--- src/rtl/stdio_uart_tx_if.sv ---
// stdio val/rdy word stream between a producer and a sink.
// Producer drives val/data, sink answers with rdy.
interface stdio_if;
  logic        val;
  logic        rdy;
  logic [15:0] data;

  modport in  (input val, input data, output rdy);
  modport out (output val, output data, input rdy);
endinterface

--- src/rtl/stdio_uart_tx.sv ---
// stdio sink: each accepted 16-bit word leaves tx_o as two 8N1 frames.
// High byte first, LSB first within a byte, frames back to back.
module stdio_uart_tx #(
  parameter int CLKS_PER_BIT = 434
) (
  input  logic clk_i,
  input  logic rst_ni,
  stdio_if.in  stdin,
  output logic tx_o,
  output logic busy_o
);

  if (CLKS_PER_BIT < 2) begin : g_bad_param
    $error("stdio_uart_tx: CLKS_PER_BIT must be >= 2");
  end

  localparam int CW = (CLKS_PER_BIT < 2) ? 1 : $clog2(CLKS_PER_BIT);
  localparam logic [CW-1:0] LAST = CW'(CLKS_PER_BIT - 1);

  localparam logic [1:0] IDLE  = 2'd0;
  localparam logic [1:0] START = 2'd1;
  localparam logic [1:0] DATA  = 2'd2;
  localparam logic [1:0] STOP  = 2'd3;

  logic [1:0]    r_state;
  logic [CW-1:0] r_cnt;
  logic [2:0]    r_idx;
  logic          r_sel;
  logic [15:0]   r_shreg;
  logic          r_tx;
  logic          r_busy;

  logic          w_wrap;
  logic [7:0]    w_byte;
  logic [2:0]    w_nidx;
  logic [CW-1:0] w_cnt_inc;

  assign w_wrap    = (r_cnt == LAST);
  assign w_byte    = r_sel ? r_shreg[7:0] : r_shreg[15:8];
  assign w_nidx    = r_idx + 3'd1;
  assign w_cnt_inc = r_cnt + CW'(1);

  assign stdin.rdy = rst_ni && (r_state == IDLE);
  assign tx_o      = r_tx;
  assign busy_o    = r_busy;

  // Frame FSM: bit-period counter, bit index, byte select, line driver.
  always_ff @(posedge clk_i) begin
    if (!rst_ni) begin
      r_state <= IDLE;
      r_cnt   <= '0;
      r_idx   <= '0;
      r_sel   <= 1'b0;
      r_tx    <= 1'b1;
      r_busy  <= 1'b0;
    end else begin
      unique case (r_state)
        IDLE: begin
          r_tx   <= 1'b1;
          r_busy <= 1'b0;
          if (stdin.val) begin
            r_state <= START;
            r_cnt   <= '0;
            r_sel   <= 1'b0;
            r_tx    <= 1'b0;
            r_busy  <= 1'b1;
          end
        end
        START: begin
          if (w_wrap) begin
            r_cnt   <= '0;
            r_idx   <= '0;
            r_state <= DATA;
            r_tx    <= w_byte[0];
          end else begin
            r_cnt <= w_cnt_inc;
          end
        end
        DATA: begin
          if (w_wrap) begin
            r_cnt <= '0;
            if (r_idx == 3'd7) begin
              r_state <= STOP;
              r_tx    <= 1'b1;
            end else begin
              r_idx <= w_nidx;
              r_tx  <= w_byte[w_nidx];
            end
          end else begin
            r_cnt <= w_cnt_inc;
          end
        end
        STOP: begin
          if (w_wrap) begin
            r_cnt <= '0;
            if (!r_sel) begin
              r_state <= START;
              r_sel   <= 1'b1;
              r_tx    <= 1'b0;
            end else begin
              r_state <= IDLE;
              r_tx    <= 1'b1;
              r_busy  <= 1'b0;
            end
          end else begin
            r_cnt <= w_cnt_inc;
          end
        end
        default: r_state <= IDLE;
      endcase
    end
  end

  // Word register: loaded only on an accepted handshake.
  always_ff @(posedge clk_i) begin
    if (stdin.rdy && stdin.val) begin
      r_shreg <= stdin.data;
    end
  end

endmodule
--- src/flat_wrapper.sv ---
// flat-port wrapper written by rule: the top's interface ports become plain ports
module stdio_uart_tx_flat 
#(
  parameter int CLKS_PER_BIT = 434
)
  (clk_i, rst_ni, tx_o, busy_o, stdin_val, stdin_data, stdin_rdy);
  stdio_if stdin_i ();
  input  logic clk_i;
  input  logic rst_ni;
  output logic tx_o;
  output logic busy_o;
  input wire logic [$bits(stdin_i.val)-1:0] stdin_val;
  input wire logic [$bits(stdin_i.data)-1:0] stdin_data;
  output wire logic [$bits(stdin_i.rdy)-1:0] stdin_rdy;
  assign stdin_i.val = stdin_val;
  assign stdin_i.data = stdin_data;
  assign stdin_rdy = stdin_i.rdy;
  stdio_uart_tx #(.CLKS_PER_BIT(CLKS_PER_BIT)) u_core (.clk_i(clk_i), .rst_ni(rst_ni), .stdin(stdin_i), .tx_o(tx_o), .busy_o(busy_o));
endmodule
--- config.mk ---
export PLATFORM = sky130hd
export DESIGN_NAME = stdio_uart_tx_flat
export DESIGN_NICKNAME = d
export VERILOG_FILES = /design/src/rtl/stdio_uart_tx_if.sv /design/src/rtl/stdio_uart_tx.sv /design/src/flat_wrapper.sv
export SDC_FILE = /design/constraint.sdc
export NUM_CORES = 1
export LEC_CHECK = 0
export ABC_AREA = 1
export CORE_MARGIN = 10
export CORE_UTILIZATION = 30
export DETAILED_ROUTE_END_ITERATION = 10
export PLACE_DENSITY_LB_ADDON = 0.25
export RECOVER_POWER = 50
export SYNTH_ARGS = -nofsm -noshare
export SYNTH_HDL_FRONTEND = slang
export SYNTH_SLANG_ARGS = --single-unit
--- constraint.sdc ---
create_clock -name clk_i -period 2.65 [get_ports clk_i]
set_input_delay 0.53 -clock clk_i [delete_from_list [all_inputs] [get_ports clk_i]]
set_output_delay 0.53 -clock clk_i [all_outputs]
set_load 0.05 [all_outputs]
==> results of run 1 <==
sequential cells by signal (all words and copies together) (netlist names):
register and count:
u_core.r_shreg 16, u_core.r_state 2, u_core.busy_o 1, u_core.r_cnt 9, u_core.r_sel 1, u_core.r_idx 3
u_core.tx_o 1
worst max-delay path, delay by kind of cell:
kind / cells / cell delay (ns)
and+or+nand+nor: 2 / 0.21
buffers and inverters: 2 / 1.33
through the flow:
| stage | instances | cell area (sq um) | hold WS (ns) | total power [mW] |
|---|---|---|---|---|
| finish | 288 | 2050 | 0.472 | 1.67 |
| global route | 288 | 2050 | 0.509 | 1.79 |
| CTS | 288 | 2060 | 0.473 | 1.71 |
| detailed placement | 280 | 1950 | 0.462 | 1.22 |
| global placement | 280 | 1950 | 0.456 | 1.22 |
| floorplan | 190 | 1640 | 0.441 | 1.06 |
layout make-up:
cell class | count | area [sq um] | share of cell area
sequential | 33 | 821 | 0.401
timing repair buffer | 22 | 224 | 0.109
clock buffer | 5 | 68.8 | 0.0336
inverter | 28 | 105 | 0.0514
tap | 70 | 87.6 | 0.0428
clock inverter | 3 | 46.3 | 0.0226
multi-input combinational | 127 | 693 | 0.339
power groups by stage:
stage | clock network (mW) | registers [mW] | logic, mW
2_1_floorplan | 0 | 0.692 | 0.365
3_3_place_gp | 0 | 0.670 | 0.553
3_5_place_dp | 0 | 0.670 | 0.549
4_1_cts | 0.495 | 0.659 | 0.552
5_1_grt | 0.522 | 0.669 | 0.599
6_report | 0.482 | 0.657 | 0.532
routing by layer:
layer | track usage | wire [microns] | part of all wire | up-vias
met4 | 0.0418 | 68 | 0.021 | 0
met1 | 0.0886 | 1550 | 0.48 | 605
li1 | - | - | - | 699
met2 | 0.134 | 1530 | 0.47 | 17
met3 | 0.0264 | 103 | 0.032 | 8
met5 | 0 | 0 | 0 | -
synth_stat cells, drive strengths merged:
master / instances
nand3: 18
o211ai: 1
a211oi: 2
inv: 28
o31ai: 2
nand4: 7
nand2: 45
edfxtp: 16
buf: 1
a32oi: 2
nand3b: 1
a21oi: 15
nor2: 13
clkbuf: 1
ha: 9
o22ai: 1
dfxtp: 17
o21ai: 10
o21a: 1
placed cells by master, fill, tap and decap left out, drive strengths merged:
cell type	n
a211oi	2
a21oi	15
a32oi	2
buf	1
bufinv	1
clkbuf	6
clkdlybuf4s50	3
clkinv	1
clkinvlp	1
dfxtp	17
dlygate4sd3	17
edfxtp	16
ha	9
inv	28
nand2	45
nand3	18
nand3b	1
nand4	7
nor2	13
o211ai	1
o21a	1
o21ai	10
o22ai	1
o31ai	2
final timing paths:
kind,start,endpoint,slack (ns),depth (start not counted)
max reg2reg,u_core.r_state[0],u_core.r_cnt[8],0.64,9
min reg2reg,u_core.busy_o,u_core.busy_o,0.47,2
max,rst_ni,u_core.r_shreg[1],0.49,4
min,u_core.busy_o,u_core.busy_o,0.47,2
cells by family (layout without fill, tap and decap cells):
kind of cell	Yosys count	in the layout	synth area share
AO/OA/AOI/OAI	34	34	0.126
adder cells (fa/ha/maj)	9	9	0.0685
AND/OR/NAND/NOR	84	84	0.236
buffers and inverters	30	58	0.0693
flip-flops	33	33	0.500
==> impl_summary.log, run 1 <==
[metrics] TritonCTS clock tree: yes
[metrics] buffers from clock root to sink, at most: 2
[metrics] Filler cells: 545
[metrics] Routed wire per std cell: 11.3 microns
[metrics] highest fanout seen on the critical path: 16
[metrics] class of the worst hold path: reg -> reg
[metrics] DR DRC count: 0
[metrics] number of nets in the layout: 245
[metrics] I/O pin total: 22
[metrics] Gate Count Post-Synth: 190
[metrics] Comb pwr share: 0.318
[metrics] chip height: 94 microns
[metrics] power density normalized to cell area: 817 nW/um^2
[metrics] flops & latches, synth: 33
[metrics] root buffer selected by CTS: sky130_fd_sc_hd__clkbuf_8
[metrics] mean cell area of the mapped netlist: 8.65 sq um
[metrics] critical path type: in -> reg
[metrics] weighted congestion reported at the end of routability-driven placement: 0.887
[metrics] clock net sink count: 33
[metrics] number of buffers created by CTS: 5
[metrics] portion of the post-synthesis area used by sequential elements: 0.500
[metrics] setup repair after global routing missed its margin: no
[metrics] clock period minus final worst setup slack: 2.16 ns
[metrics] count of nets left with antenna violations after detail routing: 0
[metrics] Setup-failing EPs final: 0
[metrics] DR iter-0 viols: 36
[metrics] maximum number of pins on one net before global-route repair: 17
[metrics] fraction of layout cells with a size suffix above 1: 0.0734
[metrics] arrival time at the worst endpoint: 2.07 ns
[metrics] number of antenna violations at the first check in global routing: 0
[metrics] number of antenna repair diodes: 0
[metrics] Std-Cell Core Area: 5200 sq um
[metrics] Worst Setup End Kind: flop
[metrics] post-CTS resize count: 0
[metrics] crit-path cells: dlygate4sd3_1 -> nand2_1 -> nor2_1 -> clkbuf_1
[metrics] effective utilization at floorplan: 0.316
[metrics] relative max-transition margin: 0.447
[metrics] Power Internal: 1.09 mW
[metrics] Clk network pwr share: 0.289
[metrics] nets in the synthesized netlist: 218
[metrics] gr ovfl total: 0
[metrics] top cells by area in the synthesized netlist: sky130_fd_sc_hd__edfxtp_1 (29%), sky130_fd_sc_hd__dfxtp_1 (21%), sky130_fd_sc_hd__nand2_1 (10%)
[metrics] smallest setup slack after layout: 0.495 ns
[metrics] number of buffers inserted by post-CTS setup repair: 0
[metrics] sequential power share: 0.393
[metrics] post-layout util: 0.393
[metrics] number of buffers added on ports: 21
[metrics] number of buffers inserted by hold repair at cts: 0
[metrics] global-route wire length before repair: 5660 microns
[metrics] source-to-sink clock delay at the later pin of the worst-skew pair: 0.29 ns
[metrics] chip width: 94 microns
[metrics] proportion of netlist area held by the largest area contributor: 0.292
[metrics] switch share: 0.347
[metrics] final routed wirelength across all metal layers: 3250 microns
[metrics] cell with the biggest individual delay on the critical path: sky130_fd_sc_hd__dlygate4sd3_1
[metrics] number of placement rows: 26
[metrics] run status: complete, no violations
[metrics] hold violation count in the final report: 0
[metrics] number of detailed-routing iterations run before antenna repair: 4
[metrics] type of element launching the critical path: input port
[metrics] Die Outline Area: 8840 sq um
[metrics] number of different library cells in the post-synthesis netlist: 25
[metrics] TNS Setup: 0 ns
[metrics] Net Sw Power: 580 uW
[metrics] clock transition time at the flip-flop clock pins of the worst setup and hold paths: 0.08 ns
[metrics] detailed-placement wirelength estimate: 2440 microns
[metrics] max-slew violation total from the final report: 0
[metrics] count of vias placed by the detailed router: 1329
[metrics] worst setup timing slack at the placement stage: 0.625 ns
[metrics] synth-to-layout area growth: 24.5%
[metrics] summed instance area of the synthesized netlist: 1640 sq um
[metrics] maximum clock skew at final layout: 0.00986 ns
[metrics] worst supply voltage drop on vdd: 292 uV
[metrics] leakage power: 0.805 nW
[metrics] number of global-route vias before repair: 1309
[metrics] share of the clock period used by the worst path after layout: 0.813
[metrics] Total Routing Usage GR: 0.0801
[metrics] post-detailed-route via-to-cell ratio: 4.61
[metrics] reported max-cap violation count: 0
[metrics] Yosys warnings: 0
[metrics] critical path required time: 2.57 ns
[metrics] number of levels in the clock H-tree: 2
[metrics] largest incremental delay on the critical path: 0.69 ns
[metrics] slew of the pin with the lowest slew margin: 0.829 ns
[metrics] top cell type by total area after synthesis: sky130_fd_sc_hd__edfxtp_1
[metrics] top achievable clock speed: 0.464 GHz
Power figures use the tool's default switching activity.
==> run 2, diff against run 1 <==
==> constraint.sdc (replaced) <==
create_clock -name clk_i -period 2 [get_ports clk_i]
set_input_delay 0.4 -clock clk_i [delete_from_list [all_inputs] [get_ports clk_i]]
set_output_delay 0.4 -clock clk_i [all_outputs]
set_load 0.05 [all_outputs]
==> run 2 against run 1 <==
Sequential cell count did not move. Critical path type is now reg -> out. Cell area shrank 0.98%. Combinational power is 34% higher. Clock power decreased by 2%. Register-to-register slack lost 0.33 ns. Via count fell by 0.60%. Hold slack worse by 0.0033 ns. Sequential power up 33%. First-iteration DRC count is 42% lower. Critical path depth down 3. Global-route usage barely moved. Final cell count increased by 0.35%.
==> impl_summary.log, run 2 (same netlist as run 1, synthesis figures left out) <==
[metrics] run status: complete, no violations
[metrics] slew of the pin with the lowest slew margin: 0.504 ns (-0.325 ns)
[metrics] maximum number of pins on one net before global-route repair: 17 (unchanged)
[metrics] Largest register FFs: 16 (unchanged)
[metrics] Die Outline Area: 8840 sq um (unchanged)
[metrics] detailed-placement wirelength estimate: 2580 microns (+5.9%)
[metrics] effective utilization at floorplan: 0.316 (unchanged)
[metrics] Total Routing Usage GR: 0.0806 (+0.000493)
[metrics] number of detailed-routing iterations run before antenna repair: 4 (unchanged)
[metrics] I/O pin total: 22 (unchanged)
[metrics] leakage power: 0.803 nW (-0.31%)
[metrics] share of the clock period used by the worst path after layout: 0.913
[metrics] relative max-transition margin: 0.663 (+0.215)
[metrics] DR iter-0 viols: 21 (-42%)
[metrics] critical path type: reg -> out
[metrics] reported max-cap violation count: 0 (unchanged)
[metrics] Reg2Reg Depth: 7 (-2)
[metrics] largest incremental delay on the critical path: 0.81 ns (+0.12 ns)
[metrics] count of nets left with antenna violations after detail routing: 0 (unchanged)
[metrics] number of antenna violations at the first check in global routing: 0 (unchanged)
[metrics] number of antenna repair diodes: 0 (unchanged)
[metrics] clock period minus final worst setup slack: 1.83 ns
[metrics] Filler cells: 556 (+2.0%)
[metrics] gr ovfl total: 0 (unchanged)
[metrics] Std-Cell Core Area: 5200 sq um (unchanged)
[metrics] global-route wire length before repair: 5700 microns (+0.62%)
[metrics] instance count on the critical path: 1 (-3)
[metrics] Worst Setup End Kind: primary output
[metrics] clock net sink count: 33 (unchanged)
[metrics] most flop-heavy register: u_core.r_shreg
[metrics] highest fanout seen on the critical path: 2 (-14)
[metrics] Storage cell area: 821 sq um (unchanged)
[metrics] number of buffers inserted by hold repair at cts: 0 (unchanged)
[metrics] destination of the critical timing path: busy_o
[metrics] synth-to-layout area growth: 23.3%
[metrics] cell with the biggest individual delay on the critical path: sky130_fd_sc_hd__clkdlybuf4s50_1
[metrics] final total power: 2.06 mW (+23%)
[metrics] root buffer selected by CTS: sky130_fd_sc_hd__clkbuf_8
[metrics] post-CTS resize count: 0 (unchanged)
[metrics] Routed wire per std cell: 11.6 microns (+2.9%)
[metrics] Crit path max-delay family: buffers and inverters
[metrics] Crit path buffers/inverters: 1 (-1)
[metrics] number of buffers added on ports: 21 (unchanged)
[metrics] post-detailed-route via-to-cell ratio: 4.57 (-0.95%)
[metrics] capture point of the worst reg-to-reg path: u_core.r_idx[0]
[metrics] fraction of layout cells with a size suffix above 1: 0.0731 (-0.000335)
[metrics] worst supply voltage drop on vdd: 408 uV (+40%)
[metrics] number of global-route vias before repair: 1288 (-1.6%)
[metrics] DR DRC count: 0 (unchanged)
[metrics] leading cell types in the layout, fill and taps excluded: sky130_fd_sc_hd__nand2_1 (45), sky130_fd_sc_hd__inv_1 (25), sky130_fd_sc_hd__nand3_1 (17), sky130_fd_sc_hd__dfxtp_1 (17)
[metrics] max-slew violation total from the final report: 0 (unchanged)
[metrics] r2r setup slk: 0.31 ns (-0.33 ns)
[metrics] final routed wirelength across all metal layers: 3360 microns (+3.3%)
[metrics] critical path required time: 1.60 ns (-0.97 ns)
[metrics] type of element launching the critical path: flop
[metrics] setup repair after global routing missed its margin: no
[metrics] hold violation count in the final report: 0 (unchanged)
[metrics] Worst setup startpoint: u_core.busy_o
[metrics] top achievable clock speed: 0.548 GHz
[metrics] source-to-sink clock delay at the later pin of the worst-skew pair: 0.29 ns (about the same)
[metrics] count of vias placed by the detailed router: 1321 (-0.60%)
[metrics] leading cell type in the layout, fill and taps excluded: sky130_fd_sc_hd__nand2_1
[metrics] number of levels in the clock H-tree: 2 (unchanged)
[metrics] maximum clock skew at final layout: 0.00927 ns (-0.000596 ns)
[metrics] number of nets in the layout: 246 (+0.41%)
[metrics] clock transition time at the flip-flop clock pins of the worst setup and hold paths: 0.07 ns (about the same)
[metrics] Setup-failing EPs final: 0 (unchanged)
[metrics] chip width: 94 microns (unchanged)
[metrics] chip height: 94 microns (unchanged)
[metrics] buffers from clock root to sink, at most: 2 (unchanged)
[metrics] startpoint of the most critical register-to-register path: u_core.r_state[0]
[metrics] area of the multi-input gates: 698 sq um (+0.72%)
[metrics] class of the worst hold path: reg -> reg
[metrics] TritonCTS clock tree: yes
[metrics] number of placement rows: 26 (unchanged)
[metrics] crit-path cells: clkdlybuf4s50_1
[metrics] TNS Setup: 0 ns (unchanged)
[metrics] weighted congestion reported at the end of routability-driven placement: 0.855 (-3.7%)
[metrics] arrival time at the worst endpoint: 1.43 ns (-0.64 ns)
[metrics] power density normalized to cell area: 1020 nW/um^2 (+24%)
[metrics] Top Registers: u_core.r_shreg (16), u_core.r_cnt (9), u_core.r_idx (3)
[metrics] number of buffers inserted by post-CTS setup repair: 0 (unchanged)
[metrics] number of buffers created by CTS: 5 (unchanged)
[run 2: power by group]
part | switching, mW | internal (mW)
clock network | 0.238 | 0.234
logic | 0.448 | 0.266
registers | 0.0626 | 0.810
total | 0.749 | 1.31
[run 2: worst register-to-register path: stages (launching register included)]
cell and delay [ns]:
sky130_fd_sc_hd__dfxtp_1 0.34, sky130_fd_sc_hd__inv_1 0.15, sky130_fd_sc_hd__ha_1 0.36, sky130_fd_sc_hd__nand2_1 0.16, sky130_fd_sc_hd__o21ai_0 0.16, sky130_fd_sc_hd__nand2_1 0.17
sky130_fd_sc_hd__a21oi_1 0.16, sky130_fd_sc_hd__a211oi_1 0.05
[run 2: layout make-up]
type	count	share of cell area
clock buffer	5	0.0340
clock inverter	3	0.00618
inverter	28	0.0519
multi-input combinational	127	0.345
sequential	33	0.405
tap	70	0.0432
timing repair buffer	23	0.115
[run 2: per-stage QoR]
stage	worst slack, ns	cells	hold slack (ns)	area, sq um	util
global route	0.125	289	0.499	2030	0.389
CTS	0.157	289	0.470	2050	0.394
global placement	0.266	281	0.458	1970	0.378
finish	0.174	289	0.469	2030	0.389
detailed placement	0.255	281	0.459	1970	0.378
floorplan	0.196	190	0.441	1640	-
[run 2: worst min path at each step]
stage                    startpoint               to  cells past startpoint
floorplan           u_core.r_cnt[8]  u_core.r_cnt[8]                      1
global placement      u_core.busy_o    u_core.busy_o                      2
detailed placement    u_core.busy_o    u_core.busy_o                      2
CTS                   u_core.busy_o    u_core.busy_o                      2
global route        u_core.r_idx[1]  u_core.r_idx[1]                      2
finish                u_core.busy_o    u_core.busy_o                      2
[run 2: layer usage]
layer	GRT usage	up-vias	wire, microns
met5	0	-	0
met2	0.128	18	1580
met4	0.0418	0	63
met3	0.0272	6	113
li1	-	703	-
met1	0.0942	594	1600
